### config.mk
export PLATFORM = sky130hd
export DESIGN_NAME = rom_6502_arbiter
export DESIGN_NICKNAME = d
export VERILOG_FILES = /design/src/rtl/rom_arb_pkg.sv /design/src/rtl/rom_arb_picker.sv /design/src/rtl/rom_6502_arbiter.sv
export SDC_FILE = /design/constraint.sdc
export NUM_CORES = 1
export LEC_CHECK = 0
export ABC_AREA = 0
export BUFFER_PORTS_ARGS = -buffer_cell sky130_fd_sc_hd__buf_2
export CORE_ASPECT_RATIO = 0.9
export CORE_MARGIN = 1
export CORE_UTILIZATION = 52
export DETAILED_ROUTE_END_ITERATION = 12
export PLACE_DENSITY = 0.84
export SYNTH_ARGS = -nofsm -noshare
export SYNTH_HDL_FRONTEND = slang
export SYNTH_SLANG_ARGS = --single-unit
export TNS_END_PERCENT = 30
### constraint.sdc
create_clock -name clk -period 3.3 [get_ports clk]
set_clock_uncertainty 0.2 [all_clocks]
set_input_delay 0.165 -clock clk [delete_from_list [all_inputs] [get_ports clk]]
set_output_delay 0.165 -clock clk [all_outputs]
set_load 0.005 [all_outputs]
### src/rtl/rom_arb_pkg.sv
// Shared types and widths for the 6502 boot ROM arbiter.
// Latency: n/a (types only). Backpressure: n/a.
// Optional round-robin arbitration is selected with ROM_ARB_ROUND_ROBIN_EN.
package rom_arb_pkg;

    localparam int ROM_ADDR_W = 12;
    localparam int ROM_DATA_W = 8;

    typedef enum logic [1:0] {
        IDLE  = 2'd0,
        ISSUE = 2'd1,
        WAIT  = 2'd2
    } state_t;

    typedef enum logic {
        OWN_CPU = 1'b0,
        OWN_DBG = 1'b1
    } owner_t;

    function automatic owner_t other_owner(input owner_t o);
        return (o == OWN_CPU) ? OWN_DBG : OWN_CPU;
    endfunction

endpackage

### src/rtl/rom_arb_picker.sv
// Winner select between CPU and debug requests; ROM_ARB_ROUND_ROBIN_EN picks tie policy.
// Latency: combinational, consumed by the arbiter FSM only while idle.
// Backpressure: none; a losing request simply stays asserted until granted.
module rom_arb_picker
    import rom_arb_pkg::*;
(
    input  logic   cpu_req,
    input  logic   dbg_req,
    input  owner_t last_owner,
    output logic   grant_vld,
    output owner_t grant
);

`ifndef ROM_ARB_ROUND_ROBIN_EN
    // Fixed priority ignores history.
    logic unused_last_owner;
    assign unused_last_owner = last_owner;
`endif

    always_comb begin
        grant_vld = cpu_req | dbg_req;
        grant     = OWN_CPU;
        if (cpu_req && dbg_req) begin
`ifdef ROM_ARB_ROUND_ROBIN_EN
            grant = other_owner(last_owner);
`else
            grant = OWN_CPU;
`endif
        end else if (dbg_req) begin
            grant = OWN_DBG;
        end
    end

endmodule

### src/rtl/rom_6502_arbiter.sv
// Shares the single-port 6502 boot ROM between CPU fetch and host/debug ports (ROM_ARB_ROUND_ROBIN_EN: fair ties).
// Latency: ack one clock after req is sampled, rdata/valid three clocks after that ack edge.
// Backpressure: one access in flight; requests hold until ack, WAIT holds until rom_valid.
module rom_6502_arbiter
    import rom_arb_pkg::*;
#(
    parameter int ADDR_W = ROM_ADDR_W,
    parameter int DATA_W = ROM_DATA_W
) (
    input  logic              clk,
    input  logic              reset_n,
    input  logic              cpu_req,
    input  logic [ADDR_W-1:0] cpu_addr,
    output logic              cpu_ack,
    output logic              cpu_valid,
    output logic [DATA_W-1:0] cpu_rdata,
    input  logic              dbg_req,
    input  logic [ADDR_W-1:0] dbg_addr,
    output logic              dbg_ack,
    output logic              dbg_valid,
    output logic [DATA_W-1:0] dbg_rdata,
    output logic [ADDR_W-1:0] rom_address,
    output logic              rom_oe,
    input  logic              rom_valid,
    input  logic [DATA_W-1:0] rom_q
);

    state_t              state;
    owner_t              owner;
    logic                grant_vld;
    owner_t              grant;
    logic                resp_pend;
    logic [DATA_W-1:0]   resp_dat;

    rom_arb_picker u_picker (
        .cpu_req    (cpu_req),
        .dbg_req    (dbg_req),
        .last_owner (owner),
        .grant_vld  (grant_vld),
        .grant      (grant)
    );

    always_ff @(posedge clk or negedge reset_n) begin
        if (!reset_n) begin
            state       <= IDLE;
            owner       <= OWN_DBG;
            resp_pend   <= 1'b0;
            resp_dat    <= '0;
            rom_address <= '0;
            rom_oe      <= 1'b0;
            cpu_ack     <= 1'b0;
            dbg_ack     <= 1'b0;
            cpu_valid   <= 1'b0;
            dbg_valid   <= 1'b0;
            cpu_rdata   <= '0;
            dbg_rdata   <= '0;
        end else begin
            cpu_ack   <= 1'b0;
            dbg_ack   <= 1'b0;
            cpu_valid <= 1'b0;
            dbg_valid <= 1'b0;
            rom_oe    <= 1'b0;
            resp_pend <= 1'b0;

            // Response delivery reads the owner before a same-edge re-arbitration overwrites it.
            if (resp_pend) begin
                if (owner == OWN_CPU) begin
                    cpu_valid <= 1'b1;
                    cpu_rdata <= resp_dat;
                end else begin
                    dbg_valid <= 1'b1;
                    dbg_rdata <= resp_dat;
                end
            end

            case (state)
                IDLE: begin
                    if (grant_vld) begin
                        rom_address <= (grant == OWN_CPU) ? cpu_addr : dbg_addr;
                        cpu_ack     <= (grant == OWN_CPU);
                        dbg_ack     <= (grant == OWN_DBG);
                        owner       <= grant;
                        rom_oe      <= 1'b1;
                        state       <= ISSUE;
                    end
                end
                ISSUE: begin
                    state <= WAIT;
                end
                WAIT: begin
                    if (rom_valid) begin
                        resp_dat  <= rom_q;
                        resp_pend <= 1'b1;
                        state     <= IDLE;
                    end
                end
                default: begin
                    state <= IDLE;
                end
            endcase
        end
    end

endmodule

# Word level (Yosys, flattened, before mapping)

Cells that the tools add are included.
W data, S select, Z words.

Register bits: 45
Input bits: 37
Output and inout port bits: 33

Equality and inequality tests: 4
Muxes and demuxes: 18
Bitwise gates (word level): 3
Reduce and logical (&&, ||, !) cells: 7

Operators with widths:

| cell                 | count |
|---|---|
| $mux W1              | 14 |
| $mux W12             | 1 |
| $reduce_and A2 Y1    | 5 |
| $pmux W2 S3          | 1 |
| $mux W2              | 2 |
| $ne A2 B2 Y1 const B | 2 |
| $eq A2 B1 Y1 const B | 1 |
| $eq A2 B2 Y1 const B | 1 |
| $logic_not A2 Y1     | 1 |
| $not A1 Y1           | 2 |
| $logic_and A1 B1 Y1  | 1 |
| $or A1 B1 Y1         | 1 |

# Depth between registers and ports, before layout

Gate-level depths: netlist of run 1.

Word-level depth: 5
Gate-level depth with buffers: 4
Mapped depth without buffers: 3

# Modules after synthesis

A second synthesis of run 1 with hierarchy kept.

Cell total of the unflattened synthesis: 111
Area, all modules: 1833.0 µm²

Modules (own cells, without submodules):

| module           | times used | cells an instance | area each (µm²) | sequential area each (µm²) |
|---|---|---|---|---|
| rom_6502_arbiter | 1          | 109               | 1820.5          | 1127.3 |
| rom_arb_picker   | 1          | 2                 | 12.5            | 0.0 |

# Least setup slack after synthesis of run 1

Ideal clock, no wire load.

Path type: flip-flop to flip-flop
Start point: reg state[1]
End point: reg rom_address[10]
Library setup time: 125 ps
Data arrival time: 1261 ps
Slack: 1714 ps
Stages on the path, launching flop included: 5
Buffers on the path: 1
Period minus slack after synthesis: 1586 ps
Cell sequence: dfrtp_1 > nor2_1 > o21a_1 > buf_6 > mux2_4

Word-level cells in the longest chain between the ends: 2

RTL lines:

| what                               | line                   | text |
|---|---|---|
| start, declared                    | rom_6502_arbiter.sv:28 | `state_t state;` |
| start signal, assigned             | rom_6502_arbiter.sv:45 | `state <= IDLE;` |
| start signal, assigned             | rom_6502_arbiter.sv:84 | `state <= ISSUE;` |
| start signal, assigned             | rom_6502_arbiter.sv:88 | `state <= WAIT;` |
| $logic_not A2 Y1                   | rom_6502_arbiter.sv:76 | `case (state)` |
| $reduce_and A2 Y1 (no source line) | -                      |  |
| end signal, assigned               | rom_6502_arbiter.sv:79 | `rom_address <= (grant == OWN_CPU) ? cpu_addr : dbg_addr;` |
| end, declared                      | rom_6502_arbiter.sv:22 | `output logic [ADDR_W-1:0] rom_address,` |

No other way between the ends.
A chain may end at the register's enable or synchronous reset.

# Final worst setup path of run 1

Start point: reg state[1]
End point: reg rom_address[2]

The elaborated chain is that of the path after synthesis.

==> results of run 1 <==
==> logic make-up (layout without fill, tap and decap cells) <==
family | count (synthesis) | after routing | share of synthesized area, %
and+or+nand+nor | 9 | 9 | 2.89
DFF | 45 | 45 | 60.6
muxes | 49 | 49 | 33.3
buffers and inverters | 6 | 92 | 2.09
AOI/OAI and AO/OA | 3 | 3 | 1.08
==> report_power, final <==
part           internal (uW)  switching, uW
combinational            461            265
sequential               818            142
clock                    170            175
total                   1450            582
==> path summary, 6_finish.rpt <==
path / from / endpoint / slack (ns) / depth (start not counted)
max in group asynchronous: reset_n / cpu_rdata[4]$_DFFE_PN0P_ / 1.96 / 2
min in group asynchronous: reset_n / cpu_rdata[3]$_DFFE_PN0P_ / 0.35 / 2
hold / removal: dbg_addr[6] / rom_address[6]$_DFFE_PN0P_ / 0.03 / 3
hold reg to reg: state[0]$_DFFE_PN0P_ / dbg_ack$_DFF_PN0_ / 0.31 / 1
setup reg to reg: state[1]$_DFFE_PN0P_ / rom_address[2]$_DFFE_PN0P_ / 1.25 / 3
setup / recovery: state[1]$_DFFE_PN0P_ / rom_address[2]$_DFFE_PN0P_ / 1.25 / 3
==> per-stage QoR <==
step	hold slack (ns)	total power, uW	util (%)	worst slack, ns	cells
finish	0.0294	2030	71.9	1.25	242
global placement	0.138	1630	65.6	1.41	222
CTS	0.0149	2050	71.9	1.29	242
floorplan	-0.331	1400	-	1.71	112
detailed placement	0.169	1680	65.6	1.29	222
global route	0.0202	2160	71.9	1.16	242
==> state kept, by name (all words and copies together), names as in the netlist <==
signal       count
cpu_valid        1
rom_oe           1
rom_address     12
resp_dat         8
cpu_ack          1
dbg_rdata        8
state            2
resp_pend        1
dbg_valid        1
cpu_rdata        8
owner            1
dbg_ack          1
==> cell type report <==
type / instances / area share, %
clock inverters: 2 / 0.562
multi-input cells: 61 / 28.3
well taps: 44 / 2.25
repair buffers: 81 / 19.0
flip-flops and latches: 45 / 46.0
clock buffers: 6 / 3.37
inverters: 3 / 0.460
==> worst reg2reg max path: stages, from the launching register on <==
cell and delay, ns:
dfrtp_1 0.41, nor2_1 0.28, o21a_1 0.64, mux2_2 0.41
==> layout by cell type (no fill, tap or decap), types with 2 or more instances in the layout <==
cell and instances:
inv_1 3, clkbuf_8 6, dfrtp_1 44, nor2_1 3, dlygate4sd3_1 12, buf_2 69, o21a_1 2, mux2_4 18
mux2_2 31
==> per-layer routing <==
layer / vias to the layer above / GRT usage (%) / routed length, um
met3: 4 / 6.01 / 130
met2: 33 / 34.5 / 1810
li1: 557 / - / -
met1: 602 / 21.8 / 1430
met4: 0 / 5.59 / 37
met5: - / 0 / 0
==> what timing repair did <==
action / CTS / global route
hold buffers: 12 / 0
hold endpoints to repair: 55 / 0
endpoints found under the setup margin: 0 / 0
==> results.md, run 1 <==
* Chip Width at 65.0 um
* Drt pass-1 iters at 2
* Cell taking the most area after synthesis: dfrtp_1
* Nets at between 200 and 250
* Delay-heaviest family, CP: compound AO/OA/AOI/OAI gates
* Max-Slew Margin vs Limit at 36.9%
* CTS tree: built
* Die H at 58.7 um
* Area Growth Syn to Fin at 31.7%
* Syn Area/Cell at 16.6 sq um
* WL final at 3.41 mm
* Port Buffers at 69
* Overall Global Routing Usage at 19.1%
* Endpoints failing hold at 0
* Root Driver: clkbuf_8
* Worst setup EP type: register
* Sequential Area at 1130 sq um
* Area contributors post-synth: dfrtp_1 59%, mux2_2 19%, mux2_4 15%, dfstp_2 1.4%, buf_6 1.2%
* Multi-input logic area at 693 sq um
* Worst slew pin tran at 0.947 ns
* Ports at 70
* WP buf/inv at 0
* Setup TNS at 0 ns
* Syn_nets at 149
* Status: completed
* Setup Buffers After CTS at 0
* Max Freq at 488 MHz
* First-pass GRT wire length at 5.35 mm
* Mapped cell area at 1860 sq um
* Clock latency on the worst-skew pair at 0.29 ns
* DP Wirelength at 2.42 mm
* Ys flop type: dfrtp_1
* Crit path kind: register to register
* Vias at 1,196
* Drc violations at 0
* Minimum clock period at 2.05 ns
* Fraction of layout instances using a drive strength above 1 at between 60% and 70%
* CTS Sinks at 45
* Most common cell in the synthesized netlist: dfrtp_1
* Largest net degree at the start of global routing at 46
* Remaining antenna violation count at 0
* Leakage Power at 0.00127 uW
* Fill cells at 244
* Synth top cells by count: 44 x dfrtp_1, 31 x mux2_2, 18 x mux2_4
* Crit path DAT at 2.03 ns
* CP max stage delay at about 0.64 ns
* Vias per cell at slightly below 5
* Vias in the first global route at between 1,000 and 1,500
* Initial core utilization at 54.6%
* Total gr overflow at 0
* DIE AREA at about 3800 sq um
* Initial antenna violation count at 0
* Placer Congestion at ~0.73
* Worst EP required at 3.28 ns
* Slew Limit Fails at 0
* Final setup violation count at 0
* CP Launch Type: register
* Placed cell areas at 2230 sq um
* Max-cap viol count at 0
* Post-Syn Instances at roughly 110
* EDFF count, synth at 0
* Crit-path cells: nor2_1 -> o21a_1 -> mux2_2
* Critical Path Fanout Max at 13
* RSZ-0062 raised after global routing: false
* Netlist cell types at 16
* WL/cell at 14.1 um
* Flip-flop and latch count after synthesis at 45
* Starting DRT DRC Count at 28
* Clk buf depth at 2
* Min-delay worst type: primary input to register
* Power Dens Cells at 829 nW/um^2
* Row count at 20
* CP max-delay cell: o21a_1
* Maximum vdd drop at roughly 0.4 mV
* Post-synth ARST share at 100%
* # diodes at 0
* Synth top area share at 59.2%
* Num CTS Buffers at 5
* Worst-path clk slew at ~0.080 ns
* Final instance area at 2450 sq um
* H-tree levels at 2
* YS warnings at 0
* PostCTS Resize Cnt at 0
* Seq/Total Area, Yosys at 60.6%
* Period utilization at 62.1%
* Core ar. at 3400 sq um
(Power assumes the default switching activity.)
==> run 2: changes to the inputs <==
--- a/config.mk
+++ b/config.mk
@@ -5,13 +5,13 @@
 export SDC_FILE = /design/constraint.sdc
 export NUM_CORES = 1
 export LEC_CHECK = 0
-export ABC_AREA = 0
+export ABC_AREA = 1
 export BUFFER_PORTS_ARGS = -buffer_cell sky130_fd_sc_hd__buf_2
 export CORE_ASPECT_RATIO = 0.9
 export CORE_MARGIN = 1
-export CORE_UTILIZATION = 52
+export CORE_UTILIZATION = 43
 export DETAILED_ROUTE_END_ITERATION = 12
-export PLACE_DENSITY = 0.84
+export PLACE_DENSITY = 0.75
 export SYNTH_ARGS = -nofsm -noshare
 export SYNTH_HDL_FRONTEND = slang
 export SYNTH_SLANG_ARGS = --single-unit
==> constraint.sdc (replaced) <==
create_clock -name clk -period 1.7 [get_ports clk]
set_clock_uncertainty 0.2 [all_clocks]
set_input_delay 0.085 -clock clk [delete_from_list [all_inputs] [get_ports clk]]
set_output_delay 0.085 -clock clk [all_outputs]
set_load 0.005 [all_outputs]
==> run 2 against run 1 <==
Net effect:
- non-clock buffer count increased by 26
- final area grew 8.6%
- routed wire length is 29% higher
- register-to-register slack worse by 1.0 ns
- critical path depth is 4 higher
- first-iteration DRC count rose to 4.2 times the previous value
- via count up 42%
- core utilization down 3.1 points
- critical endpoint is now rom_address[4]$_DFFE_PN0P_
==> results.md, run 2 <==
* Status: completed
* Most common cell after layout, fill and taps aside: nand2_1
* CP max-delay cell: dlygate4sd3_1
* Worst slew pin tran at 0.526 ns
* H-tree levels at 2
* Endpoints failing hold at 0
* Syn Area/Cell at 8.85 sq um
* Max reg flops at 12
* Crit path kind: primary input to register
* Initial core utilization at 46.5%
* Fill cells at 313
* Worst setup EP type: register
* WL final at 4.40 mm
* Placed cell areas at 2190 sq um
* CP Launch Type: primary input
* Area Growth Syn to Fin at 48.1%
* Row count at 21
* Setup TNS at 0 ns
* Worst slack at placement at roughly 0.24 ns
* Die H at 63.3 um
* Worst EP required at 1.70 ns
* CP max stage delay at 0.57 ns
* Most frequent cell on the critical path: nand2_1
* EDFF count, synth at 0
* Register share of total power at 45.1%
* Synth top cells by count: 87 x nand2_1, 44 x dfrtp_1, 25 x o21ai_0
* Flip-flop and latch count after synthesis at 45
* Core ar. at about 3900 sq um
* Critical Path Fanout Max at 1
* Psw at 1330 uW
* Leakage Power at 0.00147 uW
* Period utilization at 90.9%
* Max-cap viol count at 0
* Post-synth ARST share at 100%
* Power Internal at roughly 2600 uW
* RSZ-0062 raised after global routing: false
* Setup Buffers After CTS at 0
* First-pass GRT wire length at 7.60 mm
* Min-delay worst type: primary input to register
* Num CTS Buffers at 5
* Worst-path clk slew at 0.09 ns
* Vias per cell at 4.76
* Ys flop type: dfrtp_1
* Minimum clock period at roughly 1.5 ns
* Clk buf depth at 2
* Fraction of layout instances using a drive strength above 1 at 27.1%
* Total Power at 3960 uW
* Drt pass-1 iters at 4
* Initial antenna violation count at 0
* Crit path DAT at between 1.5 and 2 ns
* Nets at around 350
* Largest net degree at the start of global routing at 26
* Synth top area share at between 60% and 70%
* Mapped cell area at approximately 1800 sq um
* Reg2reg path depth at 3
* Remaining antenna violation count at 0
* YS warnings at 0
* Most frequent cells in the layout: 86 x nand2_1, 69 x buf_2, 44 x dfrtp_1
* Switching share of power at 33.5%
* Post-Syn Instances at 203
* Starting DRT DRC Count at roughly 120
* Power Dens Cells at 1490 nW/um^2
* Syn_nets at 240
* Vias at around 1,700
* Setup WS post-layout at ~0.15 ns
* Cell taking the most area after synthesis: dfrtp_1
* Crit-path cells: dlygate4sd3_1 -> buf_2 -> nand2_1 -> nand2_1 -> dlygate4sd3_1 -> nand2_1 -> nand2_1
* Overall Global Routing Usage at between 20 and 25%
* Most common cell in the synthesized netlist: nand2_1
* Maximum vdd drop at a little under 0.8 mV
* CTS tree: built
* Hold depth at 3
* Area contributors post-synth: dfrtp_1 61%, nand2_1 18%, o21ai_0 7.0%, nand3_1 3.6%, inv_1 2.9%
* DIE AREA at 4440 sq um
* Netlist cell types at 15
* Vias in the first global route at 1,797
* Max Freq at ~650 MHz
* WL/cell at about 12 um
* Ports at 70
* CTS Sinks at 45
* Fin cells at 356
* Clock latency on the worst-skew pair at around 0.30 ns
* Clock share of power at a little over a fifth
* Port Buffers at 69
* Slew Limit Fails at 0
* Final setup violation count at 0
* Seq/Total Area, Yosys at 62.7%
* Combinational share of power at 33.8%
* Max-Slew Margin vs Limit at 64.9%
* Placer Congestion at 0.750
* Chip Width at between 70 and 80 um
* # diodes at 0
* Total gr overflow at 0
* Final instance area at 2660 sq um
* Top reg by flops: rom_address
* Root Driver: clkbuf_8
* Post-Place Cells at 313
* DP Wirelength at 2.70 mm
* Drc violations at 0
-- run 2: cell type report --
type                    count  area, sq um  share of cell area [%]
clock buffers               7         86.3                    3.25
clock inverters             1         30.0                    1.13
inverters                  15         56.3                    2.12
multi-input cells         135          572                    21.5
flip-flops and latches     45         1130                    42.4
well taps                  46         57.6                    2.16
repair buffers            107          731                    27.5
-- run 2: cells by family after synthesis --
| group | after synthesis | synth area share [%] |
|---|---|---|
| flops | 45 | 62.7 |
| buf+inv | 23 | 5.57 |
| simple gates | 108 | 24.2 |
| compound gates | 27 | 7.52 |
-- run 2: worst paths after layout --
path	endpoint	start	slack, ns
max	rom_address[4]$_DFFE_PN0P_	cpu_addr[4]	0.15
min	owner$_DFFE_PN1P_	dbg_req	0.04
max reg2reg	resp_dat[7]$_DFFE_PN0P_	state[1]$_DFFE_PN0P_	0.23
min reg2reg	rom_address[0]$_DFFE_PN0P_	rom_address[0]$_DFFE_PN0P_	0.28
max in group asynchronous	rom_address[2]$_DFFE_PN0P_	reset_n	0.73
min in group asynchronous	dbg_rdata[0]$_DFFE_PN0P_	reset_n	0.08
-- run 2: worst max-delay path, delay by kind of cell --
family / cells / cell delay [ns]
buf+inv: 3 / 1.24
simple gates: 4 / 0.22
-- run 2: per-layer routing --
| layer | GRT usage [%] | vias up | wire length (um) |
|---|---|---|---|
| met5 | 0 | - | 0 |
| met4 | 12.3 | 0 | 151 |
| met3 | 4.80 | 16 | 168 |
| met2 | 39.7 | 48 | 2220 |
| met1 | 24.3 | 786 | 1870 |
| li1 | - | 844 | - |
-- run 2: power groups by stage --
stage / logic (uW) / clock network, uW / registers, uW
floorplan: 669 / 0 / 1830
global placement: 1230 / 0 / 1790
detailed placement: 1270 / 0 / 1810
CTS: 1350 / 843 / 1790
global route: 1540 / 888 / 1850
finish: 1340 / 836 / 1790
-- run 2: what timing repair did --
| item | in CTS | in global routing |
|---|---|---|
| hold buffers | 35 | 0 |
| endpoints found under the setup margin | 0 | 3 |
| gates resized for setup | 0 | 1 |
| hold endpoints to repair | 67 | 0 |
-- run 2: through the flow --
stage,hold WS (ns),util [%]
after floorplan,-0.411,-
after global placement,-0.136,56.7
after detailed placement,-0.130,56.7
after CTS,0.0416,68.8
after global routing,0.0631,68.9
final,0.0402,68.9
